### src/rtl/reorder_buffer.sv
// In-order commit buffer: tags allocated at dispatch, out-of-order completion, in-order retire.
// Optional FCPU_ROB_CMPL_FWD_EN: a completion hitting the waiting head commits at the same edge.
package fcpu_pkg;
  parameter int unsigned RSV_ID_W   = 2;
  parameter int unsigned REG_ADDR_W = 5;
  parameter int unsigned DATA_W     = 32;
endpackage

module reorder_buffer
  import fcpu_pkg::*;
#(
  parameter int unsigned N_CMPL_PORTS = 2
) (
  input  logic                             clk,
  input  logic                             nrst,
  input  logic                             alloc_valid,
  input  logic                             alloc_wen,
  input  logic [REG_ADDR_W-1:0]            alloc_dst,
  output logic                             alloc_ready,
  output logic                             rsv,
  output logic [RSV_ID_W-1:0]              rob_id,
  input  logic [N_CMPL_PORTS-1:0]          cmpl_valid,
  input  logic [N_CMPL_PORTS*RSV_ID_W-1:0] cmpl_id,
  input  logic [N_CMPL_PORTS*DATA_W-1:0]   cmpl_data,
  input  logic [N_CMPL_PORTS-1:0]          cmpl_miss,
  output logic                             we,
  output logic [RSV_ID_W-1:0]              wrQueAddr,
  output logic [REG_ADDR_W-1:0]            wrAddr,
  output logic [DATA_W-1:0]                wrData,
  output logic                             branch_miss,
  output logic [RSV_ID_W:0]                count
);

  localparam int unsigned Depth = 2 ** RSV_ID_W;
  localparam int unsigned CntW  = RSV_ID_W + 1;

  logic [Depth-1:0]      valid_q, valid_d, done_q, done_d, miss_q, miss_d, wen_q, wen_d;
  logic [REG_ADDR_W-1:0] dst_q [Depth];
  logic [REG_ADDR_W-1:0] dst_d [Depth];
  logic [DATA_W-1:0]     data_q [Depth];
  logic [DATA_W-1:0]     data_d [Depth];
  logic [RSV_ID_W-1:0]   head_q, head_d, tail_q, tail_d;
  logic [CntW-1:0]       count_q, count_d;

  logic                  we_q, we_d, branch_miss_q, branch_miss_d;
  logic [RSV_ID_W-1:0]   wr_que_addr_q, wr_que_addr_d;
  logic [REG_ADDR_W-1:0] wr_addr_q, wr_addr_d;
  logic [DATA_W-1:0]     wr_data_q, wr_data_d;

  logic [Depth-1:0]      hit, hit_miss;
  logic [DATA_W-1:0]     hit_data [Depth];
  logic                  commit, commit_miss, flush;
  logic [DATA_W-1:0]     commit_data;

  assign alloc_ready = (count_q != CntW'(Depth)) & ~branch_miss_q;
  assign rsv         = alloc_valid & alloc_ready;
  assign rob_id      = tail_q;
  assign we          = we_q;
  assign wrQueAddr   = wr_que_addr_q;
  assign wrAddr      = wr_addr_q;
  assign wrData      = wr_data_q;
  assign branch_miss = branch_miss_q;
  assign count       = count_q;

  // Per-entry completion select; scanning high to low lets the lowest port win.
  always_comb begin
    for (int e = 0; e < Depth; e++) begin
      hit[e]      = 1'b0;
      hit_miss[e] = 1'b0;
      hit_data[e] = '0;
      for (int p = N_CMPL_PORTS - 1; p >= 0; p--) begin
        if (cmpl_valid[p] && (cmpl_id[p*RSV_ID_W +: RSV_ID_W] == RSV_ID_W'(e))) begin
          hit[e]      = 1'b1;
          hit_miss[e] = cmpl_miss[p];
          hit_data[e] = cmpl_data[p*DATA_W +: DATA_W];
        end
      end
    end
  end

  always_comb begin
    commit      = valid_q[head_q] & done_q[head_q];
    commit_data = data_q[head_q];
    commit_miss = miss_q[head_q];
`ifdef FCPU_ROB_CMPL_FWD_EN
    if (valid_q[head_q] && !done_q[head_q] && hit[head_q]) begin
      commit      = 1'b1;
      commit_data = hit_data[head_q];
      commit_miss = hit_miss[head_q];
    end
`endif
    flush = commit & commit_miss;
  end

  always_comb begin
    valid_d       = valid_q;
    done_d        = done_q;
    miss_d        = miss_q;
    wen_d         = wen_q;
    dst_d         = dst_q;
    data_d        = data_q;
    head_d        = head_q;
    tail_d        = tail_q;
    count_d       = count_q;
    we_d          = 1'b0;
    wr_que_addr_d = wr_que_addr_q;
    wr_addr_d     = wr_addr_q;
    wr_data_d     = wr_data_q;
    branch_miss_d = flush;

    for (int e = 0; e < Depth; e++) begin
      if (hit[e] && valid_q[e] && !done_q[e]) begin
        done_d[e] = 1'b1;
        miss_d[e] = hit_miss[e];
        data_d[e] = hit_data[e];
      end
    end

    if (rsv) begin
      valid_d[tail_q] = 1'b1;
      done_d[tail_q]  = 1'b0;
      miss_d[tail_q]  = 1'b0;
      wen_d[tail_q]   = alloc_wen;
      dst_d[tail_q]   = alloc_dst;
      tail_d          = tail_q + RSV_ID_W'(1);
    end

    if (commit) begin
      valid_d[head_q] = 1'b0;
      done_d[head_q]  = 1'b0;
      head_d          = head_q + RSV_ID_W'(1);
      we_d            = wen_q[head_q];
      wr_que_addr_d   = head_q;
      wr_addr_d       = dst_q[head_q];
      wr_data_d       = commit_data;
    end

    unique case ({rsv, commit})
      2'b10:   count_d = count_q + CntW'(1);
      2'b01:   count_d = count_q - CntW'(1);
      default: count_d = count_q;
    endcase

    // Mispredict discards everything younger, including this cycle's alloc/completions.
    if (flush) begin
      valid_d = '0;
      done_d  = '0;
      miss_d  = '0;
      head_d  = '0;
      tail_d  = '0;
      count_d = '0;
    end
  end

  always_ff @(posedge clk or negedge nrst) begin
    if (!nrst) begin
      valid_q       <= '0;
      done_q        <= '0;
      miss_q        <= '0;
      wen_q         <= '0;
      for (int e = 0; e < Depth; e++) begin
        dst_q[e]  <= '0;
        data_q[e] <= '0;
      end
      head_q        <= '0;
      tail_q        <= '0;
      count_q       <= '0;
      we_q          <= 1'b0;
      branch_miss_q <= 1'b0;
      wr_que_addr_q <= '0;
      wr_addr_q     <= '0;
      wr_data_q     <= '0;
    end else begin
      valid_q       <= valid_d;
      done_q        <= done_d;
      miss_q        <= miss_d;
      wen_q         <= wen_d;
      dst_q         <= dst_d;
      data_q        <= data_d;
      head_q        <= head_d;
      tail_q        <= tail_d;
      count_q       <= count_d;
      we_q          <= we_d;
      branch_miss_q <= branch_miss_d;
      wr_que_addr_q <= wr_que_addr_d;
      wr_addr_q     <= wr_addr_d;
      wr_data_q     <= wr_data_d;
    end
  end

endmodule

### config.mk
export PLATFORM = sky130hd
export DESIGN_NAME = reorder_buffer
export DESIGN_NICKNAME = d
export VERILOG_FILES = /design/src/rtl/reorder_buffer.sv
export SDC_FILE = /design/constraint.sdc
export NUM_CORES = 1
export LEC_CHECK = 0
export CORE_MARGIN = 3
export CORE_UTILIZATION = 50
export DETAILED_ROUTE_END_ITERATION = 10
export PLACE_DENSITY = 0.76
export SLEW_MARGIN = 40
export SYNTH_ARGS = -nofsm -noshare
export SYNTH_HDL_FRONTEND = slang
export SYNTH_SLANG_ARGS = --single-unit
### constraint.sdc
create_clock -name clk -period 2.5 [get_ports clk]
set_input_delay 0.5 -clock clk [delete_from_list [all_inputs] [get_ports clk]]
set_output_delay 0.5 -clock clk [all_outputs]
set_load 0.02 [all_outputs]
==> results.md <==
Power:
- The sum of internal, switching and leakage power is 16.3 mW.
- Across the VDD grid, the largest voltage drop is 0.000698 V.
- The power per cell area is 1260 nW/um^2.
- In this run the static leakage power is 5.85 nW.

Placement:
- After detailed placement, the total cell area comes to 12200 sq um.
- At the end of routability-driven placement, the weighted congestion stood at 0.813.
- Buffers placed on the I/O ports in this run total 128.
- The HPWL after detailed placement is 16400 um.

Setup path:
- The capturing element type of the critical path is an output port.
- The reg-to-reg setup timing slack is 0.12 ns.
- The data arrival time of the worst path is 1.90 ns.
- The slowest cell on the critical path is sky130_fd_sc_hd__clkdlybuf4s50_1.
- The worst-case reg-to-reg path depth is 8.
- The critical path goes through nor3b_4 > nor2_1 > clkdlybuf4s50_1.
- Data on the critical path is required at its endpoint by 2.00 ns.
- The worst setup path is launched from a flip-flop.
- Along the worst path, the maximum fanout reaches 6.
- The startpoint of the most critical register-to-register path is head_q[0].
- The class of the most critical setup path is flip-flop to output port.
- The biggest cell delay along the critical path is 0.54 ns.
- In this run the critical register-to-register path is captured at count[2].
- The most critical setup path has its startpoint at count[2].
- The capturing element of the worst setup path is alloc_ready.

Timing:
- The minimum period implied by the final worst setup slack is 2.40 ns.
- The count of pins over their slew limit is 0.
- Static timing analysis puts the maximum clock frequency at 416 MHz.
- The hold violation count in the final report was 0.
- Setup repair after global routing could not meet its margin everywhere.
- For the final database, setup skew stands at 0.00638 ns.
- The worst slew margin relative to its limit is 58.0%.
- For the pin with the worst max-slew slack, the measured transition is 0.629 ns.
- The final critical-path share of the clock period is 96.2%.
- The number of failing setup endpoints in the final timing report is 0.

Clock tree:
- Clock tree synthesis inserted a total of 23 buffers.
- The register clock-pin slew on the reported worst setup and hold paths is 0.06 ns.
- The clock latency on the worst-skew pair is 0.50 ns.
- Buffers inserted to repair hold after CTS numbered 0.
- CTS built an H-tree with a depth of 1.
- The cell sitting at the root of the clock tree is a sky130_fd_sc_hd__clkbuf_16.
- No sink is reached through more buffers than the 3 on the longest clock path.
- The count of clock tree sinks is 212.
- TritonCTS built the clock tree.
- The number of setup buffers added after CTS is 0.

Synth:
- Synthesis instantiated 45 different standard cells from the library.
- By instance count, the leading cell after synthesis is sky130_fd_sc_hd__dfrtp_1.
- Counting flops with a built-in enable in the synthesized netlist gives 0.
- The most common flop cell mapped by yosys is sky130_fd_sc_hd__dfrtp_1.
- The part of the Yosys area used for sequential elements is 50.9%.
- After synthesis the cells add up to 10400 sq um.
- The number of nets in the synthesized netlist is 963.
- The commonest cells after synthesis are sky130_fd_sc_hd__dfrtp_1, sky130_fd_sc_hd__mux2i_1, sky130_fd_sc_hd__nor2_1, sky130_fd_sc_hd__a21oi_1, sky130_fd_sc_hd__mux2_2.
- For this run, asynchronously set or reset flops after synthesis account for 100%.
- Synthesis produced 873 cells.
- The count of state elements after synthesis is 212.
- The largest area contributor in the synthesized netlist is sky130_fd_sc_hd__dfrtp_1.
- The number of warnings reported in the yosys synthesis log is 0.
- The average cell area after synthesis is 11.9 sq um.
- The share of the synthesized area in the top cell type is 50.9%.
- After synthesis, the cell types taking the most area are sky130_fd_sc_hd__dfrtp_1, sky130_fd_sc_hd__mux2i_1, sky130_fd_sc_hd__mux4_2.

Global route:
- The number of antenna violations at the first check in global routing is 1.
- The pin count of the biggest net entering global routing is 73.
- The number of global-route vias before repair was 7620.
- The total track usage is 22.7%.
- The global-route congestion overflow total is 0.
- The global-route wire length before repair is 40500 um.

Final layout:
- Once layout is done, the placed cells without fillers occupy 13000 sq um.
- The combined flip-flop and latch cell area is 5310 sq um.
- Compared with the post-synthesis result, the final layout area differs by 24.6%.
- The proportion of layout cells with a drive suffix above 1 is 19.5%.
- The number of nets in the final layout is 1095.
- The area of the multi-input gates is 4830 sq um.
- The layout has 1553 filler cells.

Detailed routing:
- In the routed design, unresolved DRC markers number 0.
- The number of detailed-route iterations in the first pass is 4.
- The routed wirelength normalized by instance count is 19.7 um.
- The average via count per standard cell is 5.66.
- The count of routing violations after the opening detailed-route iteration is 244.
- The via count of the routed design is 7297.
- The wire length after detailed routing is 25400 um.
- The count of nets left with antenna violations after detail routing is 0.

Hold path:
- The worst hold path belongs to the class primary input to async pin.

Floorplan:
- The count of pins on the block boundary is 129.
- The die covers 22600 sq um.
- The initial cell density of the core is 51.2%.
- The chip width is 150 um.
- The initialized floorplan defines 52 standard-cell rows.
- The core area is 20400 sq um.
- Measured along the y axis, the die boundary spans 150 um.

Status:
- The flow ran to the end, and the final reports show no timing, DRC or antenna violations.

Run:
- The reported max-cap violation count is 0.
[worst min-delay path by stage]
stage                     start     endpoint  slack, ns  depth (start not counted)
finish                     nrst   wrData[15]       0.02                          1
detailed placement  data_q[125]  data_q[125]       0.47                          2
global route               nrst   wrData[15]       0.06                          1
global placement    data_q[101]  data_q[101]       0.46                          2
floorplan                  nrst  branch_miss       0.20                          0
CTS                        nrst   wrData[15]       0.04                          1
[power by group]
group / switching, mW / internal (mW)
registers: 1.01 / 5.17
logic: 3.17 / 3.67
clock network: 1.32 / 2.00
[flip-flops by register name, summed over array words and instances, names as in the netlist, 2 cells and up]
register	cells
dst_q	20
wen_q	4
count	3
valid_q	4
rob_id	2
wrData	32
head_q	2
wrAddr	5
data_q	128
miss_q	4
done_q	4
wrQueAddr	2
[through the flow]
step           utilization (%)  instances  setup TNS (ns)  setup slack, ns  hold WS [ns]
6_report                  63.8       1290               0           0.0954        0.0223
5_1_grt                   63.8       1290        -0.00427         -0.00427        0.0635
4_1_cts                   63.6       1289               0           0.0336        0.0433
3_5_place_dp              60.1       1250         -0.0120          -0.0120         0.470
3_3_place_gp              60.1       1250               0           0.0755         0.458
2_1_floorplan                -        873               0           0.0223         0.204
[layout by cell type (no fill, tap or decap), types with 2 or more instances in the layout]
master,netlist,layout
sky130_fd_sc_hd__mux4_2,39,39
sky130_fd_sc_hd__nor3_1,2,2
sky130_fd_sc_hd__mux2_2,62,62
sky130_fd_sc_hd__nand4b_1,2,2
sky130_fd_sc_hd__o221a_2,2,2
sky130_fd_sc_hd__inv_1,5,5
sky130_fd_sc_hd__buf_4,5,31
sky130_fd_sc_hd__dfrtp_1,212,210
sky130_fd_sc_hd__nor3b_2,2,2
sky130_fd_sc_hd__nand3b_1,3,3
sky130_fd_sc_hd__clkbuf_16,0,23
sky130_fd_sc_hd__nor2_1,113,113
sky130_fd_sc_hd__mux2i_1,137,137
sky130_fd_sc_hd__o22a_1,2,2
sky130_fd_sc_hd__a2111oi_2,3,3
sky130_fd_sc_hd__nand3_1,7,5
sky130_fd_sc_hd__a21oi_1,97,97
sky130_fd_sc_hd__o21ai_0,38,38
sky130_fd_sc_hd__clkbuf_1,8,7
sky130_fd_sc_hd__ha_1,8,8
sky130_fd_sc_hd__nand2_1,43,43
sky130_fd_sc_hd__a21boi_1,2,2
sky130_fd_sc_hd__nand3_2,0,2
sky130_fd_sc_hd__buf_12,0,12
sky130_fd_sc_hd__and2_1,6,6
sky130_fd_sc_hd__clkdlybuf4s50_1,0,126
sky130_fd_sc_hd__clkbuf_8,0,8
[routing by layer]
layer / part of all wire [%] / track usage, % / vias up
met3: 3.9 / 2.83 / 39
met1: 42 / 29.0 / 3713
li1: - / - / 3385
met2: 52 / 41.3 / 160
met4: 1.9 / 5.12 / 0
met5: 0 / 0 / -
[cells by family after synthesis]
kind of cell | after synthesis | share of synthesized area (%)
fa+ha+maj | 9 | 1.15
flops | 212 | 50.9
mux | 238 | 28.3
compound gates | 154 | 8.42
buf+inv | 69 | 3.24
xor+xnor | 2 | 0.168
simple gates | 189 | 7.82
[final cells by class]
cell class	count	share of cell area, %
multi-input cells	592	37.2
clock buffers	37	5.38
flip-flops and latches	212	40.9
clock inverters	2	0.270
diodes	1	0.0193
well taps	270	2.60
repair buffers	171	13.5
inverters	5	0.145
[worst max-delay path, delay by kind of cell (launching register included)]
family,cells,cell delay [ns]
buffers and inverters,1,0.54
DFF,1,0.46
and+or+nand+nor,2,0.41
[what timing repair did]
| item | 4_1_cts | 5_1_grt |
|---|---|---|
| gates resized for setup | 1 | 4 |
| endpoints found under the hold margin | 0 | 0 |
| endpoints found under the setup margin | 1 | 1 |
No activity file was read; power rests on OpenSTA's default activity.
